### src/rtl/button_conditioner.sv
// Conditions raw push-button pins into debounced levels plus one-cycle press/release pulses,
// with optional hold-to-repeat press pulses for continuous actions.
module button_conditioner #(
   parameter int NUM_BTNS        = 5,
   parameter int DEBOUNCE_CYCLES = 1000000,
   parameter int REPEAT_DELAY    = 0,
   parameter int REPEAT_PERIOD   = 10000000
) (
   input  logic                clk,
   input  logic                rst,
   input  logic [NUM_BTNS-1:0] btn_in,
   output logic [NUM_BTNS-1:0] btn_level,
   output logic [NUM_BTNS-1:0] btn_press,
   output logic [NUM_BTNS-1:0] btn_release
);

   localparam int CNT_W          = $clog2(DEBOUNCE_CYCLES);
   localparam int REP_MAX        = REPEAT_DELAY + REPEAT_PERIOD;
   localparam int REP_W          = $clog2(REP_MAX + 2);
   localparam bit REPEAT_ENABLE  = (REPEAT_DELAY != 0);

   typedef enum logic [1:0] {
      IDLE        = 2'd0,
      DEB_PRESS   = 2'd1,
      PRESSED     = 2'd2,
      DEB_RELEASE = 2'd3
   } state_t;

   logic [NUM_BTNS-1:0] sync1_reg;
   logic [NUM_BTNS-1:0] sync2_reg;

   always_ff @(posedge clk) begin
      if (rst) begin
         sync1_reg <= '0;
         sync2_reg <= '0;
      end else begin
         sync1_reg <= btn_in;
         sync2_reg <= sync1_reg;
      end
   end

   genvar gi;
   generate
      for (gi = 0; gi < NUM_BTNS; gi++) begin : g_chan
         state_t           state_reg;
         logic [CNT_W-1:0] cnt_reg;
         logic [REP_W-1:0] rep_cnt_reg;
         logic [REP_W-1:0] rep_next;
         logic             press_reg;
         logic             rel_reg;
         logic             level_reg;
         logic             s;

         assign s = sync2_reg[gi];

         // Repeat timer holds t; once past the first repeat it wraps back to
         // REPEAT_DELAY so every wrap lands on a pulse slot and never overflows.
         always_comb begin
            rep_next = rep_cnt_reg + REP_W'(1);
            if (rep_next == REP_W'(REP_MAX)) begin
               rep_next = REP_W'(REPEAT_DELAY);
            end
         end

         always_ff @(posedge clk) begin
            if (rst) begin
               state_reg   <= IDLE;
               cnt_reg     <= '0;
               rep_cnt_reg <= '0;
               press_reg   <= 1'b0;
               rel_reg     <= 1'b0;
               level_reg   <= 1'b0;
            end else begin
               press_reg <= 1'b0;
               rel_reg   <= 1'b0;
               case (state_reg)
                  IDLE: begin
                     if (s) begin
                        state_reg <= DEB_PRESS;
                        cnt_reg   <= '0;
                     end
                  end
                  DEB_PRESS: begin
                     if (!s) begin
                        state_reg <= IDLE;
                     end else if (cnt_reg == CNT_W'(DEBOUNCE_CYCLES - 1)) begin
                        state_reg   <= PRESSED;
                        press_reg   <= 1'b1;
                        level_reg   <= 1'b1;
                        rep_cnt_reg <= '0;
                     end else begin
                        cnt_reg <= cnt_reg + CNT_W'(1);
                     end
                  end
                  PRESSED: begin
                     if (!s) begin
                        state_reg <= DEB_RELEASE;
                        cnt_reg   <= '0;
                     end else if (REPEAT_ENABLE) begin
                        rep_cnt_reg <= rep_next;
                        if (rep_next == REP_W'(REPEAT_DELAY)) begin
                           press_reg <= 1'b1;
                        end
                     end
                  end
                  DEB_RELEASE: begin
                     if (s) begin
                        state_reg   <= PRESSED;
                        rep_cnt_reg <= '0;
                     end else if (cnt_reg == CNT_W'(DEBOUNCE_CYCLES - 1)) begin
                        state_reg <= IDLE;
                        rel_reg   <= 1'b1;
                        level_reg <= 1'b0;
                     end else begin
                        cnt_reg <= cnt_reg + CNT_W'(1);
                     end
                  end
                  default: state_reg <= IDLE;
               endcase
            end
         end

         assign btn_press[gi]   = press_reg;
         assign btn_release[gi] = rel_reg;
         assign btn_level[gi]   = level_reg;
      end
   endgenerate

endmodule

### config.mk
export PLATFORM = sky130hd
export DESIGN_NAME = button_conditioner
export DESIGN_NICKNAME = d
export VERILOG_FILES = /design/src/rtl/button_conditioner.sv
export SDC_FILE = /design/constraint.sdc
export NUM_CORES = 1
export LEC_CHECK = 0
export BUFFER_PORTS_ARGS = -buffer_cell sky130_fd_sc_hd__buf_2
export CAP_MARGIN = 10
export CORE_MARGIN = 3
export CORE_UTILIZATION = 60
export CTS_CLUSTER_DIAMETER = 200
export DETAILED_ROUTE_END_ITERATION = 12
export GPL_TIMING_DRIVEN = 0
export PLACE_DENSITY = 0.77
export SYNTH_ARGS = -nofsm -noshare
export SYNTH_HDL_FRONTEND = slang
export SYNTH_SLANG_ARGS = --single-unit
### constraint.sdc
create_clock -name clk -period 4.7 [get_ports clk]
set_clock_uncertainty 0.15 [all_clocks]
set_input_delay 0.47 -clock clk [delete_from_list [all_inputs] [get_ports clk]]
set_output_delay 0.47 -clock clk [all_outputs]
set_load 0.03 [all_outputs]
==> impl_metrics.toml, run 1 <==
[finish]
layout-drive-gt1-share = 0.0984
utilization = 0.710
final_area_um2 = 7460
layoutNonFillerInstCount = 990
num_antenna_cells = 0
largest_reg_flops = 100
nets = 853
area_growth_pct = 13.3

[drt]
vias = 6126
drtPass1Iterations = 7
initialDrtViolationCount = 581
detail_route.wl_per_cell_um = 15.8
vias_per_cell = 6.19
wirelength_um = 15600
antenna_left = 0
post-route-drc-count = 0

[floorplanning]
dieWidth_um = 111
coreArea_um2 = 10500
die_area_um2 = 12300
rows = 37
pin_count = 22
dieHeight_um = 111
initial_core_util = 0.627

[synth]
yosysSeqAreaShare = 0.410
avgSynthCellArea_um2 = 8.22
synthesis.nets = 813
ys_types = 63
yosysTopAreaCell = "dfxtp_1"
ys_top_cells_by_area = "dfxtp_1 (41%), a21oi_1 (4.5%), nor2_1 (4.4%), nand2_1 (4.0%), nand3_1 (3.5%)"
synthTopCellsByCount = "dfxtp_1 (135), nor2_1 (78), nand2_1 (71)"
synth_ff_type = "dfxtp_1"
synth_area_um2 = 6590
synth_most_common_cell = "dfxtp_1"
ys_warn_count = 0
synth_top_area_share = 0.410
netlist_instances = 801
synth_edf_count = 0
async_flop_share = 0
ys_ff_latch = 135

[setup_path]
required_ps = 4990
crit_path_start = "g_chan[0].state_reg[0]"
crit_buf_inv = 2
cp_max_fo = 10
worstReg2RegStart = "g_chan[0].state_reg[0]"
path_cells = "clkbuf_1, nor2b_1, nand4_1, o21ai_1, clkbuf_1, a21oi_1, o32ai_1"
path_delay_family = "compound AO/OA/AOI/OAI gates"
path_common_cell = "clkbuf_1"
slowest_delay_ps = 470
critPathCaptureType = "register"
slowest_stage = "o21ai_1"
start_kind = "register"
path_class = "reg2reg"
crit_arrival_ps = 2980

[placement]
dp.cells = 957
placed_area_um2 = 6860
place_hpwl_um = 10800
gp_congestion = 0.908
port_buffers = 20
pre_cts_ws_ps = 2110

[power_and_ir_drop]
switching_share = 0.223
leakage_nw = 2.49
p_int_mw = 2.02
p_sw_mw = 0.582
clock_power_share = 0.508
comb_power_share = 0.043
powerDensity_nw_per_um2 = 349
peakVddDrop_mv = 0.286
power_mw = 2.60
seq_power_share = 0.449

[timing]
rsz0062_at_grt = "no"
max_freq_mhz = 372
holdWs_ps = 20.7
fin_ws_ps = 2010
min_period_ps = 2690
tns_ps = 0
slew_headroom = 0.488
post-route-period-util = 0.572
finalSetupViolations = 0
hold_viol = 0
tightest_slew_ps = 760
report.final.slew_viol_count = 0

[min_path]
hp-start = "btn_in[2]"
hold_class = "in2reg"

[clocking]
cts_htree_levels = 4
numCtsBuffers = 17
clock_sinks = 135
cts_root_buffer = "clkbuf_8"
cts_tree = "done"
clk_path_buf_depth = 2
clk_transition_reported_paths_ps = 60
insertion_delay_ps = 530

[global_routing]
grt_max_degree = 17
overflow = 0
grt_usage = 0.254
grt_pass1_vias = 5660
grt_pass1_wl_um = 26300
antenna_found_initial = 0

[run]
cap_violations = 0

[outcome]
outcome = "completed"
[kinds of logic (layout without fill, tap and decap cells)]
group | Yosys count | in the layout | share of synthesized area
AND/OR/NAND/NOR | 382 | 382 | 0.317
flip-flops | 135 | 135 | 0.410
adder cells (fa/ha/maj) | 5 | 5 | 0.00950
buffers and inverters | 63 | 116 | 0.0473
XOR/XNOR | 34 | 34 | 0.0452
AO/OA/AOI/OAI | 176 | 176 | 0.162
multiplexers | 6 | 6 | 0.00950
[layer usage]
layer | vias to the layer above | wire length, um | share of wire | track usage
met5 | - | 0 | 0 | 0
met4 | 0 | 273 | 0.017 | 0.0936
met1 | 2885 | 7100 | 0.45 | 0.329
li1 | 3018 | - | - | -
met2 | 193 | 7370 | 0.47 | 0.410
met3 | 30 | 893 | 0.057 | 0.0655
[final timing paths]
path,to,slack [ps],cells after the start
worst max-delay path,g_chan[0].cnt_reg[6],2010,7
worst min-delay path,sync1_reg[2],20,2
worst max register to register,g_chan[0].cnt_reg[6],2010,7
worst min register to register,sync2_reg[1],290,1
[power groups by stage]
stage	clock (mW)	combinational (mW)	sequential, mW
after floorplan	0	0.0773	1.19
after CTS	1.34	0.111	1.17
final	1.32	0.112	1.17
after global placement	0	0.106	1.19
after global routing	1.39	0.120	1.17
after detailed placement	0	0.110	1.19
[layout by cell type (no fill, tap or decap), types with 25 or more instances in the layout]
master    netlist  final
o21ai_0        37     37
or3_1          29     29
a21oi_1        59     59
nand3_1        46     46
nor2_1         78     78
nand2_1        71     71
nand4_1        31     31
dfxtp_1       135    135
clkbuf_1       25     25
or4_1          28     28
[area by class of cell]
class,instances,area (um^2)
Buffer,46,248
Clock buffer,19,442
Clock inverter,13,154
Fill cell,846,3050
Inverter,17,63.8
Multi-Input combinational cell,603,3570
Sequential cell,135,2700
Tap cell,136,170
Timing Repair Buffer,21,110
[timing repair]
| item | CTS | global route |
|---|---|---|
| hold buffers | 1 | 0 |
| setup buffers | 0 | 0 |
| gates resized for setup | 0 | 0 |
| hold endpoints to repair | 1 | 0 |
Power figures use the tool's default switching activity.
==> inputs of run 2 (changes only) <==
--- a/config.mk
+++ b/config.mk
@@ -8,11 +8,11 @@
 export BUFFER_PORTS_ARGS = -buffer_cell sky130_fd_sc_hd__buf_2
 export CAP_MARGIN = 10
 export CORE_MARGIN = 3
-export CORE_UTILIZATION = 60
+export CORE_UTILIZATION = 56
 export CTS_CLUSTER_DIAMETER = 200
 export DETAILED_ROUTE_END_ITERATION = 12
 export GPL_TIMING_DRIVEN = 0
-export PLACE_DENSITY = 0.77
+export PLACE_DENSITY = 0.76
 export SYNTH_ARGS = -nofsm -noshare
 export SYNTH_HDL_FRONTEND = slang
 export SYNTH_SLANG_ARGS = --single-unit
==> constraint.sdc (replaced) <==
create_clock -name clk -period 2.4 [get_ports clk]
set_clock_uncertainty 0.15 [all_clocks]
set_input_delay 0.24 -clock clk [delete_from_list [all_inputs] [get_ports clk]]
set_output_delay 0.24 -clock clk [all_outputs]
set_load 0.03 [all_outputs]
==> run 2 against run 1 <==
Net effect:
- the flow now finishes with violations (negative setup slack)
- sequential cell count did not move
- global-route usage rose by 0.26 points
- maximum frequency rose by 11%
- worst setup slack got worse by 2000 ps
- die area rose by 6.8%
- non-clock buffer count rose by 10
- critical endpoint is now g_chan[4].cnt_reg[12]
- largest cell class unchanged
==> impl_metrics.toml, run 2 (synthesis results as in run 1) <==
[finish]
layoutNonFillerInstCount = 1004
fill_cells = 905
layout_common_cells = "dfxtp_1 (130), nor2_1 (77), nand2_1 (71), a21oi_1 (59), nand3_1 (46)"
layout-drive-gt1-share = 0.134
area_growth_pct = 17.8
final_area_um2 = 7760
layout_commonest_cell = "dfxtp_1"
nets = 863
num_antenna_cells = 0
utilization = 0.694
largest_reg_flops = 100

[floorplanning]
pin_count = 22
die_area_um2 = 13100
rows = 38
coreArea_um2 = 11200
initial_core_util = 0.590
dieWidth_um = 114
dieHeight_um = 114

[setup_path]
crit_arrival_ps = 2570
path_class = "reg2reg"
crit_path_start = "g_chan[4].cnt_reg[7]"
cp_max_fo = 5
required_ps = 2550
rr_worst_depth = 6
critPathCaptureType = "register"
worstReg2RegStart = "g_chan[4].cnt_reg[7]"
r2r_slack_ps = -20
r2r_end = "g_chan[4].cnt_reg[12]"
start_kind = "register"

[placement]
dp.cells = 961
gp_congestion = 0.892
placed_area_um2 = 6860
place_hpwl_um = 11000
pre_cts_ws_ps = -195
port_buffers = 20

[min_path]
hold_depth = 1
worstHoldEndpoint = "sync2_reg[1]"
hp-start = "sync1_reg[1]"
hold_class = "reg2reg"

[timing]
min_period_ps = 2420
hold_viol = 0
max_freq_mhz = 413
rsz0062_at_grt = "yes"
finalSetupViolations = 1
post-route-period-util = 1.01
tightest_slew_ps = 743
fin_ws_ps = -19.4
holdWs_ps = 293
report.final.slew_viol_count = 0
tns_ps = -19.4
slew_headroom = 0.499

[clocking]
cts_tree = "done"
cts_root_buffer = "clkbuf_16"
clk_transition_reported_paths_ps = 60
clk_path_buf_depth = 2
numCtsBuffers = 17
clock_sinks = 135
cts_htree_levels = 4
insertion_delay_ps = 420

[drt]
wirelength_um = 16600
post-route-drc-count = 0
vias_per_cell = 6.22
antenna_left = 0
drtPass1Iterations = 5
detail_route.wl_per_cell_um = 16.5
initialDrtViolationCount = 633
vias = 6244

[outcome]
violations = "negative setup slack"
outcome = "complete, but fails checks"

[power_and_ir_drop]
powerDensity_nw_per_um2 = 676
power_mw = 5.24
peakVddDrop_mv = 0.914
leakage_nw = 2.57

[global_routing]
grt_pass1_vias = 5945
antenna_found_initial = 0
overflow = 0
grt_pass1_wl_um = 27500
grt_usage = 0.257
grt_max_degree = 20

[run]
cap_violations = 0
## run 2: layout make-up
class	instances	area (um^2)	area share
plain buffers	42	236	0.0305
clock inverters	11	146	0.0189
multi-input cells	603	3710	0.479
repair buffers	35	229	0.0295
flip-flops and latches	135	2710	0.350
clock buffers	21	480	0.0619
well taps	140	175	0.0226
inverters	17	63.8	0.00823
## run 2: critical path, cell delays in order, from the launching register on
cell and delay (ps):
dfxtp_4 340, or4_4 540, or4_4 640, o211ai_4 240, buf_6 160, o311ai_4 80
o311ai_2 140
## run 2: report_power, final
group / leakage (nW) / internal (mW) / switching (mW)
Combinational: 1.19 / 0.0718 / 0.154
Sequential: 1.09 / 2.27 / 0.0236
Clock: 0.293 / 1.74 / 0.987
Total: 2.57 / 4.08 / 1.16
## run 2: how the worst max path moves through the flow
stage                                  to  slack (ps)  depth (start not counted)
finish              g_chan[4].cnt_reg[12]         -20                          6
global route         g_chan[0].cnt_reg[6]         -70                          6
CTS                 g_chan[4].cnt_reg[15]           4                          7
detailed placement   g_chan[0].cnt_reg[7]        -200                          6
global placement     g_chan[0].cnt_reg[7]         -80                          6
floorplan           g_chan[4].cnt_reg[10]         110                          7
## run 2: per-layer routing
layer,up-vias,track usage,part of all wire
met4,0,0.107,0.019
met5,-,0,0
met1,2972,0.316,0.43
met3,36,0.0650,0.052
li1,3040,-,-
met2,196,0.428,0.50
## run 2: what timing repair did
item | 4_1_cts | 5_1_grt
gates resized for setup | 18 | 25
endpoints found under the setup margin | 41 | 51
hold buffers | 5 | 0
hold endpoints to repair | 5 | 0
pin swaps | 3 | 14
cloned | 1 | 1
buffers inserted | 3 | 5
==> inputs of run 3 (changes only) <==
--- a/config.mk
+++ b/config.mk
@@ -12,7 +12,7 @@
 export CTS_CLUSTER_DIAMETER = 200
 export DETAILED_ROUTE_END_ITERATION = 12
 export GPL_TIMING_DRIVEN = 0
-export PLACE_DENSITY = 0.76
+export PLACE_DENSITY = 0.79
 export SYNTH_ARGS = -nofsm -noshare
 export SYNTH_HDL_FRONTEND = slang
 export SYNTH_SLANG_ARGS = --single-unit
==> run 3 against run 2 <==
Net effect:
- largest power group unchanged
- count of clock-buffer cells in the layout rose by 3
- the run now ends clean
- first-iteration DRC count rose by 7.3%
- routed wire length rose by 0.49%
- maximum frequency rose by 1.8%
- clock power fell by 7.7%
- non-clock buffer count fell by 1
- sequential cell count did not move
==> impl_metrics.toml, run 3 (synthesis results as in run 1) <==
[power_and_ir_drop]
powerDensity_nw_per_um2 = 654
seq_power_share = 0.454
clock_power_share = 0.501
switching_share = 0.223
p_sw_mw = 1.13
power_mw = 5.04
p_int_mw = 3.92
peakVddDrop_mv = 0.582
comb_power_share = 0.045
leakage_nw = 2.56

[finish]
layout-drive-gt1-share = 0.134
layout_common_cells = "dfxtp_1 (128), nor2_1 (78), nand2_1 (71), a21oi_1 (57), nand3_1 (45)"
fill_cells = 843
area_growth_pct = 17.1
multi_input_area_um2 = 3730
num_antenna_cells = 0
largest_reg_flops = 100
final_area_um2 = 7710
seq_area_um2 = 2720
nets = 862
layout_commonest_cell = "dfxtp_1"

[drt]
vias_per_cell = 6.33
antenna_left = 0
vias = 6349
post-route-drc-count = 0
detail_route.wl_per_cell_um = 16.6
initialDrtViolationCount = 679
wirelength_um = 16600
drtPass1Iterations = 6

[global_routing]
antenna_found_initial = 0
grt_pass1_vias = 5879
overflow = 0
grt_pass1_wl_um = 26900
grt_max_degree = 20
grt_usage = 0.255

[setup_path]
required_ps = 2530
cp_max_fo = 6
path_class = "reg2reg"
start_kind = "register"
crit_arrival_ps = 2510
critPathCaptureType = "register"

[clocking]
clk_transition_reported_paths_ps = 50
clock_sinks = 135
cts_root_buffer = "clkbuf_16"
clk_path_buf_depth = 2
numCtsBuffers = 17
insertion_delay_ps = 420
cts_htree_levels = 4
cts_tree = "done"

[run]
cap_violations = 0

[timing]
hold_viol = 0
slew_headroom = 0.500
min_period_ps = 2380
finalSetupViolations = 0
post-route-period-util = 0.991
rsz0062_at_grt = "yes"
tightest_slew_ps = 750
max_freq_mhz = 421
report.final.slew_viol_count = 0

[placement]
placed_area_um2 = 6860
port_buffers = 20
gp_congestion = 0.914
place_hpwl_um = 10800

[floorplanning]
coreArea_um2 = 11200
die_area_um2 = 13100
initial_core_util = 0.590
dieHeight_um = 114
pin_count = 22
rows = 38
dieWidth_um = 114

[outcome]
outcome = "completed"

[min_path]
hold_class = "reg2reg"
==> run 3: changes by cell type in the layout (fill, tap and decap cells not counted), sizes merged <==
cell | previous run | this run
clkinv | 3 | 6
buf | 49 | 48
clkinvlp | 5 | 0
bufinv | 3 | 2
clkbuf | 44 | 47
==> run 3: area by class of cell <==
cell class,instances,area share
clock inverters,8,0.0127
well taps,140,0.0227
plain buffers,42,0.0307
inverters,17,0.00827
flip-flops and latches,135,0.352
repair buffers,34,0.0287
multi-input cells,603,0.484
clock buffers,24,0.0612
==> run 3: path summary, 6_finish.rpt <==
| kind | startpoint | end | slack (ps) | depth (start not counted) |
|---|---|---|---|---|
| setup / recovery | g_chan[4].cnt_reg[7] | g_chan[4].cnt_reg[7] | 20 | 6 |
| hold / removal | sync1_reg[2] | sync2_reg[2] | 290 | 1 |
| setup reg to reg | g_chan[4].cnt_reg[7] | g_chan[4].cnt_reg[7] | 20 | 6 |
| hold reg to reg | sync1_reg[2] | sync2_reg[2] | 290 | 1 |
==> run 3: power groups by stage <==
stage / clock (mW) / combinational (mW) / sequential, mW
2_1_floorplan: 0 / 0.151 / 2.33
3_5_place_dp: 0 / 0.214 / 2.34
4_1_cts: 2.55 / 0.223 / 2.29
5_1_grt: 2.66 / 0.246 / 2.29
6_report: 2.52 / 0.227 / 2.29
3_3_place_gp: 0 / 0.207 / 2.34
==> run 3: layer usage <==
metal,part of all wire,wire length (um),vias to the layer above,GRT usage
met5,0,0,-,0
met4,0.019,310,0,0.124
met3,0.052,864,35,0.0507
met2,0.50,8380,219,0.435
met1,0.43,7090,3052,0.307
li1,-,-,3043,-
==> run 3: worst max-delay path, cell delays in order, from the launching register on <==
cell and delay (ps):
dfxtp_4 340, or4_4 530, or4_4 630, o211ai_4 240, buf_6 160, or3_4 120
a21oi_2 50
==> run 3: what timing repair did <==
item / in CTS / in global routing
gates cloned: 1 / 1
gates resized for setup: 17 / 33
buffers inserted: 2 / 5
hold buffers: 5 / 0
hold endpoints to repair: 5 / 0
pin swaps: 1 / 10
setup endpoints to repair: 42 / 57
==> run 3: through the flow <==
| stage | utilization | cells | worst slack (ps) | hold WS (ps) | TNS [ps] |
|---|---|---|---|---|---|
| global route | 0.690 | 1003 | -29.8 | 304 | -176 |
| detailed placement | 0.614 | 961 | -153 | 282 | -2630 |
| CTS | 0.677 | 999 | 1.78 | 293 | 0 |
| finish | 0.690 | 1003 | 22.5 | 290 | 0 |
| floorplan | - | 801 | 113 | 218 | 0 |
| global placement | 0.614 | 961 | -121 | 275 | -815 |
